`config.mk`:
```
export PLATFORM = sky130hd
export DESIGN_NAME = srt_qconv
export DESIGN_NICKNAME = d
export VERILOG_FILES = /design/src/rtl/srt_pkg.sv /design/src/rtl/srt_otf_reg.sv /design/src/rtl/srt_qconv.sv
export SDC_FILE = /design/constraint.sdc
export NUM_CORES = 1
export LEC_CHECK = 0
export ABC_CLOCK_PERIOD_IN_PS = 5130
export BUFFER_PORTS_ARGS = -buffer_cell sky130_fd_sc_hd__buf_4
export CORE_ASPECT_RATIO = 0.8
export CORE_UTILIZATION = 60
export CTS_BUF_LIST = sky130_fd_sc_hd__clkbuf_4 sky130_fd_sc_hd__clkbuf_8
export DETAILED_ROUTE_END_ITERATION = 6
export GPL_TIMING_DRIVEN = 1
export PLACE_DENSITY = 0.83
export SLEW_MARGIN = 20
export SYNTH_ARGS = -nofsm -noshare
export SYNTH_HDL_FRONTEND = slang
export SYNTH_HIERARCHICAL = 1
export SYNTH_SLANG_ARGS = --single-unit
```
`constraint.sdc`:
```
create_clock -name CLK -period 5.13 [get_ports CLK]
set_input_delay 0 -clock CLK [delete_from_list [all_inputs] [get_ports CLK]]
set_output_delay 0 -clock CLK [all_outputs]
set_load 0.01 [all_outputs]
```
`src/rtl/srt_pkg.sv`:
```
// Shared definitions for the SRT quotient converter: digit encodings, FSM states
// and the default quotient width.
package srt_pkg;

  localparam int NDIG_DEFAULT = 32;

  localparam logic [1:0] DIG_POS  = 2'b01;
  localparam logic [1:0] DIG_ZERO = 2'b00;
  localparam logic [1:0] DIG_NEG  = 2'b11;
  localparam logic [1:0] DIG_ILL  = 2'b10;

  typedef enum logic [1:0] {
    IDLE = 2'd0,
    CONV = 2'd1,
    CORR = 2'd2,
    DONE = 2'd3
  } state_t;

endpackage

```
`src/rtl/srt_otf_reg.sv`:
```
// On-the-fly conversion register pair: Q and QM = Q-1 are both shifted per digit,
// so the final quotient never needs a carry-propagate adder.
module srt_otf_reg
  import srt_pkg::*;
#(
  parameter int NDIG = NDIG_DEFAULT
) (
  input  logic            CLK,
  input  logic            RST,
  input  logic            clr,
  input  logic            en,
  input  logic [1:0]      dig,
  output logic [NDIG-1:0] q,
  output logic [NDIG-1:0] qm
);

  // Both registers start at zero; the stale upper bits are shifted out after NDIG
  // digits, so Q/QM are exact once the conversion completes.
  always_ff @(posedge CLK) begin
    if (RST || clr) begin
      q  <= '0;
      qm <= '0;
    end else if (en) begin
      case (dig)
        DIG_POS: begin
          q  <= {q[NDIG-2:0], 1'b1};
          qm <= {q[NDIG-2:0], 1'b0};
        end
        DIG_NEG: begin
          q  <= {qm[NDIG-2:0], 1'b1};
          qm <= {qm[NDIG-2:0], 1'b0};
        end
        default: begin
          q  <= {q[NDIG-2:0], 1'b0};
          qm <= {qm[NDIG-2:0], 1'b1};
        end
      endcase
    end
  end

endmodule

```
`src/rtl/srt_qconv.sv`:
```
// SRT quotient converter: collects NDIG signed radix-2 digits, then applies the
// negative-remainder correction and presents Q/R on a valid/ready output.
module srt_qconv
  import srt_pkg::*;
#(
  parameter int NDIG = NDIG_DEFAULT
) (
  input  logic            CLK,
  input  logic            RST,
  input  logic            START,
  input  logic [NDIG-1:0] DSR,
  input  logic            DIG_VALID,
  output logic            DIG_READY,
  input  logic [1:0]      DIG,
  input  logic [NDIG:0]   PREM,
  output logic            OUT_VALID,
  input  logic            OUT_READY,
  output logic [NDIG-1:0] Q,
  output logic [NDIG-1:0] R,
  output logic            ERR,
  output state_t          DBG_STATE
);

  // Handshakes: a digit transfers on a rising edge where DIG_VALID && DIG_READY;
  // a result transfers on a rising edge where OUT_VALID && OUT_READY.
  localparam int CW = $clog2(NDIG + 1);

  state_t            state, state_n;
  logic [NDIG-1:0]   dsr_r, q_r, r_r, otf_q, otf_qm, r_corr;
  logic [NDIG:0]     prem_r;
  logic [CW-1:0]     cnt;
  logic              err_r, start_acc, dig_acc, last_dig;

  assign DIG_READY = (state == CONV);
  assign OUT_VALID = (state == DONE);
  assign dig_acc   = DIG_VALID && DIG_READY;
  assign last_dig  = (cnt == CW'(NDIG - 1));
  assign r_corr    = prem_r[NDIG] ? (prem_r[NDIG-1:0] + dsr_r) : prem_r[NDIG-1:0];
  assign Q         = q_r;
  assign R         = r_r;
  assign ERR       = err_r;
  assign DBG_STATE = state;

  srt_otf_reg #(.NDIG(NDIG)) u_otf (
    .CLK (CLK),
    .RST (RST),
    .clr (start_acc),
    .en  (dig_acc),
    .dig (DIG),
    .q   (otf_q),
    .qm  (otf_qm)
  );

  always_comb begin
    state_n   = state;
    start_acc = 1'b0;
    case (state)
      IDLE: begin
        if (START) begin
          start_acc = 1'b1;
          state_n   = CONV;
        end
      end
      CONV: begin
        if (dig_acc && last_dig) state_n = CORR;
      end
      CORR: state_n = DONE;
      DONE: begin
        if (OUT_READY) begin
          start_acc = START;
          state_n   = START ? CONV : IDLE;
        end
      end
      default: state_n = IDLE;
    endcase
  end

  always_ff @(posedge CLK) begin
    if (RST) begin
      state  <= IDLE;
      dsr_r  <= '0;
      prem_r <= '0;
      cnt    <= '0;
      q_r    <= '0;
      r_r    <= '0;
      err_r  <= 1'b0;
    end else begin
      state <= state_n;
      if (start_acc) begin
        dsr_r <= DSR;
        cnt   <= '0;
        err_r <= 1'b0;
      end else if (dig_acc) begin
        cnt <= cnt + CW'(1);
        if (DIG == DIG_ILL) err_r <= 1'b1;
        if (last_dig) prem_r <= PREM;
      end
      // A negative final remainder means the quotient overshot by one.
      if (state == CORR) begin
        q_r <= prem_r[NDIG] ? otf_qm : otf_q;
        r_r <= r_corr;
      end
    end
  end

endmodule

```
# Yosys cells after proc, flatten, opt, wreduce, memory -nomap -nowiden

Index checks and enable logic that the tools add are counted.

Input port bits: 72
Flip-flop bits (word level): 202

Add/sub/neg operators: 2
Reductions and logical operators: 8
Eq/ne operators: 10
Mux-type cells: 12
Bitwise gates (word level): 1

Operators by type and width:

| operator              | count |
|---|---|
| $pmux W32 S2          | 2 |
| $mux W32              | 2 |
| $add A32 B32 Y32      | 1 |
| $eq A2 B2 Y1 const B  | 4 |
| $pmux W2 S4           | 1 |
| $add A6 B1 Y6 const B | 1 |
| $eq A6 B5 Y1 const B  | 1 |
| $mux W2               | 3 |
| $reduce_and A3 Y1     | 2 |
| $eq A2 B1 Y1 const B  | 2 |
| $ne A2 B1 Y1 const B  | 2 |
| $mux W1               | 3 |
| $logic_and A1 B1 Y1   | 2 |
| $logic_not A2 Y1      | 1 |
| $ne A2 B2 Y1 const B  | 1 |
| $pmux W1 S2           | 1 |
| $reduce_and A2 Y1     | 1 |
| $reduce_or A2 Y1      | 1 |
| $logic_or A1 B1 Y1    | 1 |
| $not A1 Y1            | 1 |

# Longest topological paths before layout

Depth after elaboration: 5
Mapped depth: 11
Mapped depth without buffers: 10

# Hierarchy

Netlist, hierarchy kept.

By module, submodules not included:

| module      | area each (um^2) | cells an instance | sequential area each (um^2) | times used |
|---|---|---|---|---|
| srt_qconv   | 7292.0           | 897               | 2762.6                      | 1 |
| srt_otf_reg | 2677.6           | 355               | 1281.2                      | 1 |

# Worst setup path before layout

OpenSTA, ideal clock, no wires.

Path type: flip-flop to flip-flop
From: reg dsr_r[0]
To: reg r_r[28] (netlist: R[28])
Arrival: 2.546 ns
Path slack: 2.467 ns
Required time: 5.013 ns
Setup time: 0.117 ns
Period minus slack after synthesis: 2.663 ns
Buffers on the path: 0
Cell stages (with the launch flop): 11
Cells stage by stage: dfxtp_1 -> ha_1 -> fa_1 -> a211oi_1 -> o21ai_1 -> a31o_2 -> a211oi_2 -> o21ai_1 -> nand3_1 -> mux2_1 -> a32o_1

Word-level cells in the longest chain between the ends: 2

RTL lines:

| what                   | line             | text |
|---|---|---|
| start, declared        | srt_qconv.sv:29  | `logic [NDIG-1:0] dsr_r, q_r, r_r, otf_q, otf_qm, r_corr;` |
| start signal, assigned | srt_qconv.sv:81  | `dsr_r <= '0;` |
| start signal, assigned | srt_qconv.sv:90  | `dsr_r <= DSR;` |
| $add A32 B32 Y32       | srt_qconv.sv:38  | `assign r_corr = prem_r[NDIG] ? (prem_r[NDIG-1:0] + dsr_r) : prem_r[NDIG-1:0];` |
| $mux W32               | srt_qconv.sv:38  |  |
| end signal, assigned   | srt_qconv.sv:101 | `r_r <= r_corr;` |
| end, declared          | srt_qconv.sv:29  |  |

Every way passes these cells.
A chain may end at the register's enable or synchronous reset.

# Final worst setup path

From: reg state[1] (netlist: DBG_STATE[1])
To: reg prem_r[22]

Word-level cells in the longest chain between the ends: 4
Elaborated cells on any way between the ends: 7

RTL lines:

| what                                             | line            | text |
|---|---|---|
| start, declared                                  | srt_qconv.sv:28 | `state_t state, state_n;` |
| start signal, assigned                           | srt_qconv.sv:88 | `state <= state_n;` |
| $eq A2 B2 Y1 or $logic_not A2 Y1 (tied branches) | srt_qconv.sv:57 | `case (state)` |
| $pmux W1 S2                                      | srt_qconv.sv:57 |  |
| $not A1 Y1 (no source line)                      | --              |  |
| $reduce_and A3 Y1 (no source line) *             | --              |  |
| end signal, assigned                             | srt_qconv.sv:82 | `prem_r <= '0;` |
| end signal, assigned                             | srt_qconv.sv:96 | `if (last_dig) prem_r <= PREM;` |
| end, declared                                    | srt_qconv.sv:30 | `logic [NDIG:0] prem_r;` |

Every way passes the cells marked *; elsewhere a longest branch is shown, timed or not.

==> impl_metrics.py <==
metrics = {
    "route": {
        "drt_iter0_drc": 1081,
        "wire_per_inst_um": 17.0,
        "via_per_inst": 6.00,
        "dr.pass1.iters": 7,
        "vias": 10030,
        "ant_nets": 0,
        "drt_wl_total_um": 28500,
        "remaining_drc_errors": 0,
    },
    "floorplanning": {
        "fp.dieArea_um2": 17100,
        "initial_utilization_pct": 62.3,
        "die_x_um": 146,
        "core_um2": 16000,
        "core.rowCount": 41,
        "pin_count": 141,
        "die_y_um": 117,
    },
    "clock_tree": {
        "cts_tree": "yes",
        "root_buffer": "clkbuf_8",
        "h-tree-depth": 1,
        "ctsHoldBuffers": 95,
        "cts_sinks": 202,
        "clk_latency_ns": 0.57,
        "cts_buffer_depth": 3,
        "clk_pin_slew_ns": 0.06,
        "cts_buffers": 31,
        "post_cts_resized": 0,
        "cts_setup_buffers": 0,
    },
    "setup_path": {
        "cp_slowest_stage_delay_ns": 0.59,
        "path_cells": "inv_1, ha_1, or3_1, buf_4, inv_1, buf_4, nor2_2, buf_4, nand2_1, a21oi_1, dlygate4sd3_1",
        "rr_endpoint": "prem_r[22]",
        "reg2reg_from": "DBG_STATE[1]",
        "cp_data_arrival_time_ns": 3.90,
        "crit_family": "buffers and inverters",
        "critPathKind": "reg -> reg",
        "endpoint_kind": "flop",
        "crit_top_cell": "buf_4",
        "crit_required_ns": 5.58,
        "startpoint_type": "flop",
        "r2r_cells": 11,
        "critPathBufInv": 6,
        "slowest_stage": "dlygate4sd3_1",
        "cp_max_fo": 41,
        "r2r_setup_slack_ns": 1.68,
    },
    "finish": {
        "instances_no_fill": 1673,
        "drive_gt1_share_pct": 15.4,
        "layout.nets": 1547,
        "final_core_util_pct": 78.8,
        "area_growth_syn_to_layout_pct": 26.4,
        "final_common_cell": "nand2_1",
        "n_antenna_cell": 0,
        "final_cell_mix": "nand2_1 (278), dfxtp_1 (201), buf_4 (149), a21oi_1 (99), dlygate4sd3_1 (95)",
    },
    "grt": {
        "grt_usage_pct": 33.1,
        "antenna_found_initial": 0,
        "grt_pass1_vias": 9509,
        "grt_pass1_wl_um": 46300,
        "grt_remaining_overflow": 0,
        "grt_max_degree": 132,
    },
    "logic_synthesis": {
        "yosysWarningCount": 6,
        "syn_nets": 1362,
        "syn-cell-area_um2": 9970,
        "synth_seq_cells": 202,
        "syn_inst": 1252,
        "ys.flop_type": "dfxtp_1",
        "seq_area_frac_synth_pct": 40.6,
        "ys_types": 68,
        "ys_async_sr_fraction_pct": 0,
        "syn_avg_cell_area_um2": 7.96,
        "synth_edf_count": 0,
    },
    "timing": {
        "rsz0062_at_grt": "no",
        "clock_skew_ns": 0.0129,
        "drv_slew": 0,
        "hold_viol": 0,
        "max_freq_ghz": 0.290,
        "slew_headroom_pct": 22.6,
        "setup_viol": 0,
        "tns_ns": 0,
        "whs_ns": 0.107,
        "fin_crit_sh_pct": 67.2,
        "period_minus_slack_ns": 3.45,
        "worst_slew_pin_slew_ns": 1.16,
    },
    "min_path": {
        "min_path_cells": 5,
        "hold_class": "in -> reg",
        "min_from": "DIG_VALID",
        "whs_endpoint": "cnt[4]",
    },
    "placed_design": {
        "port_buffers": 140,
        "place_congestion": 0.904,
        "placedCellCount": 1522,
        "dpl.hpwl_um": 16400,
    },
    "power_and_ir_drop": {
        "powerDensity_nw_per_um2": 424,
        "p_leak_nw": 4.86,
        "vdd_drop_max_v": 0.000389,
    },
    "job": {
        "cap_violations": 0,
    },
    "outcome": {
        "outcome": "completed",
    },
}
-- how the worst max path moves through the flow --
stage | from | cells after the start | endpoint
finish | DBG_STATE[1] | 11 | prem_r[22]
global route | DBG_STATE[1] | 11 | prem_r[30]
CTS | DBG_STATE[1] | 11 | prem_r[32]
detailed placement | dsr_r[0] | 10 | R[28]
global placement | dsr_r[0] | 10 | R[28]
floorplan | dsr_r[0] | 10 | R[28]
-- cell families (layout without fill, tap and decap cells) --
logic type | after synthesis | count (layout) | share of synthesized area, %
AND/OR/NAND/NOR | 441 | 441 | 18.3
buffers and inverters | 113 | 319 | 4.73
adder cells (fa/ha/maj) | 38 | 38 | 4.84
flip-flops | 202 | 202 | 40.6
AO/OA/AOI/OAI | 375 | 375 | 23.5
multiplexers | 57 | 57 | 5.75
XOR/XNOR | 26 | 26 | 2.28
-- cell usage after synthesis (4+ instances only) --
| master | number | area share, % |
|---|---|---|
| ha_1 | 37 | 4.6 |
| nand3b_1 | 4 | 0.30 |
| a211oi_1 | 60 | 4.5 |
| nor3_1 | 14 | 0.70 |
| clkbuf_1 | 71 | 2.7 |
| mux2i_1 | 55 | 5.5 |
| nand4_1 | 5 | 0.31 |
| a21o_1 | 16 | 1.2 |
| o21bai_1 | 5 | 0.38 |
| a31oi_1 | 68 | 4.3 |
| inv_1 | 19 | 0.72 |
| xor2_1 | 9 | 0.79 |
| a311oi_1 | 4 | 0.35 |
| o21ai_0 | 71 | 3.6 |
| and3_1 | 12 | 0.75 |
| xnor2_1 | 17 | 1.5 |
| a21oi_1 | 99 | 5.0 |
| nand2b_1 | 9 | 0.56 |
| nand2_1 | 279 | 11 |
| buf_2 | 17 | 0.85 |
| nand3_1 | 11 | 0.55 |
| nor2_1 | 91 | 3.4 |
| o21ai_1 | 15 | 0.75 |
| dfxtp_1 | 202 | 41 |
-- sequential cells by signal, indices dropped and copies added (netlist names) --
| name | count |
|---|---|
| u_otf/qm | 32 |
| Q | 32 |
| prem_r | 33 |
| DBG_STATE | 2 |
| u_otf/q | 32 |
| dsr_r | 32 |
| ERR | 1 |
| cnt | 6 |
| R | 32 |
-- cell type report --
class	count	area (µm²)
multi-input combinational	937	5470
sequential	202	4050
fill	1093	3400
timing repair buffer	246	2110
clock buffer	48	598
tap	215	269
inverter	19	71.3
clock inverter	6	36.3
-- worst register-to-register path, stage by stage (launching register included) --
cell	delay, ns
dfxtp_1	0.45
inv_1	0.13
ha_1	0.31
or3_1	0.37
buf_4	0.27
inv_1	0.17
buf_4	0.44
nor2_2	0.08
buf_4	0.28
nand2_1	0.16
a21oi_1	0.08
dlygate4sd3_1	0.59
-- through the flow --
step | setup slack, ns | total power [mW] | instance area [µm²]
floorplan | 2.47 | 3.24 | 9970
detailed placement | 2.13 | 3.81 | 11000
global placement | 2.18 | 3.77 | 11000
global route | 1.52 | 5.65 | 12600
CTS | 1.79 | 5.26 | 12600
finish | 1.68 | 5.34 | 12600
-- per-layer routing --
layer,track usage [%],vias to the layer above,part of all wire [%]
li1,-,4791,-
met1,44.1,4586,44
met2,54.0,557,44
met3,5.85,96,8.6
met4,13.6,0,3.6
met5,0,-,0
-- where the power goes --
group,internal (mW),switching [mW]
clock network,0.740,0.632
logic,0.756,1.03
registers,1.92,0.269
Note: power is estimated with default switching activity, not from simulation.
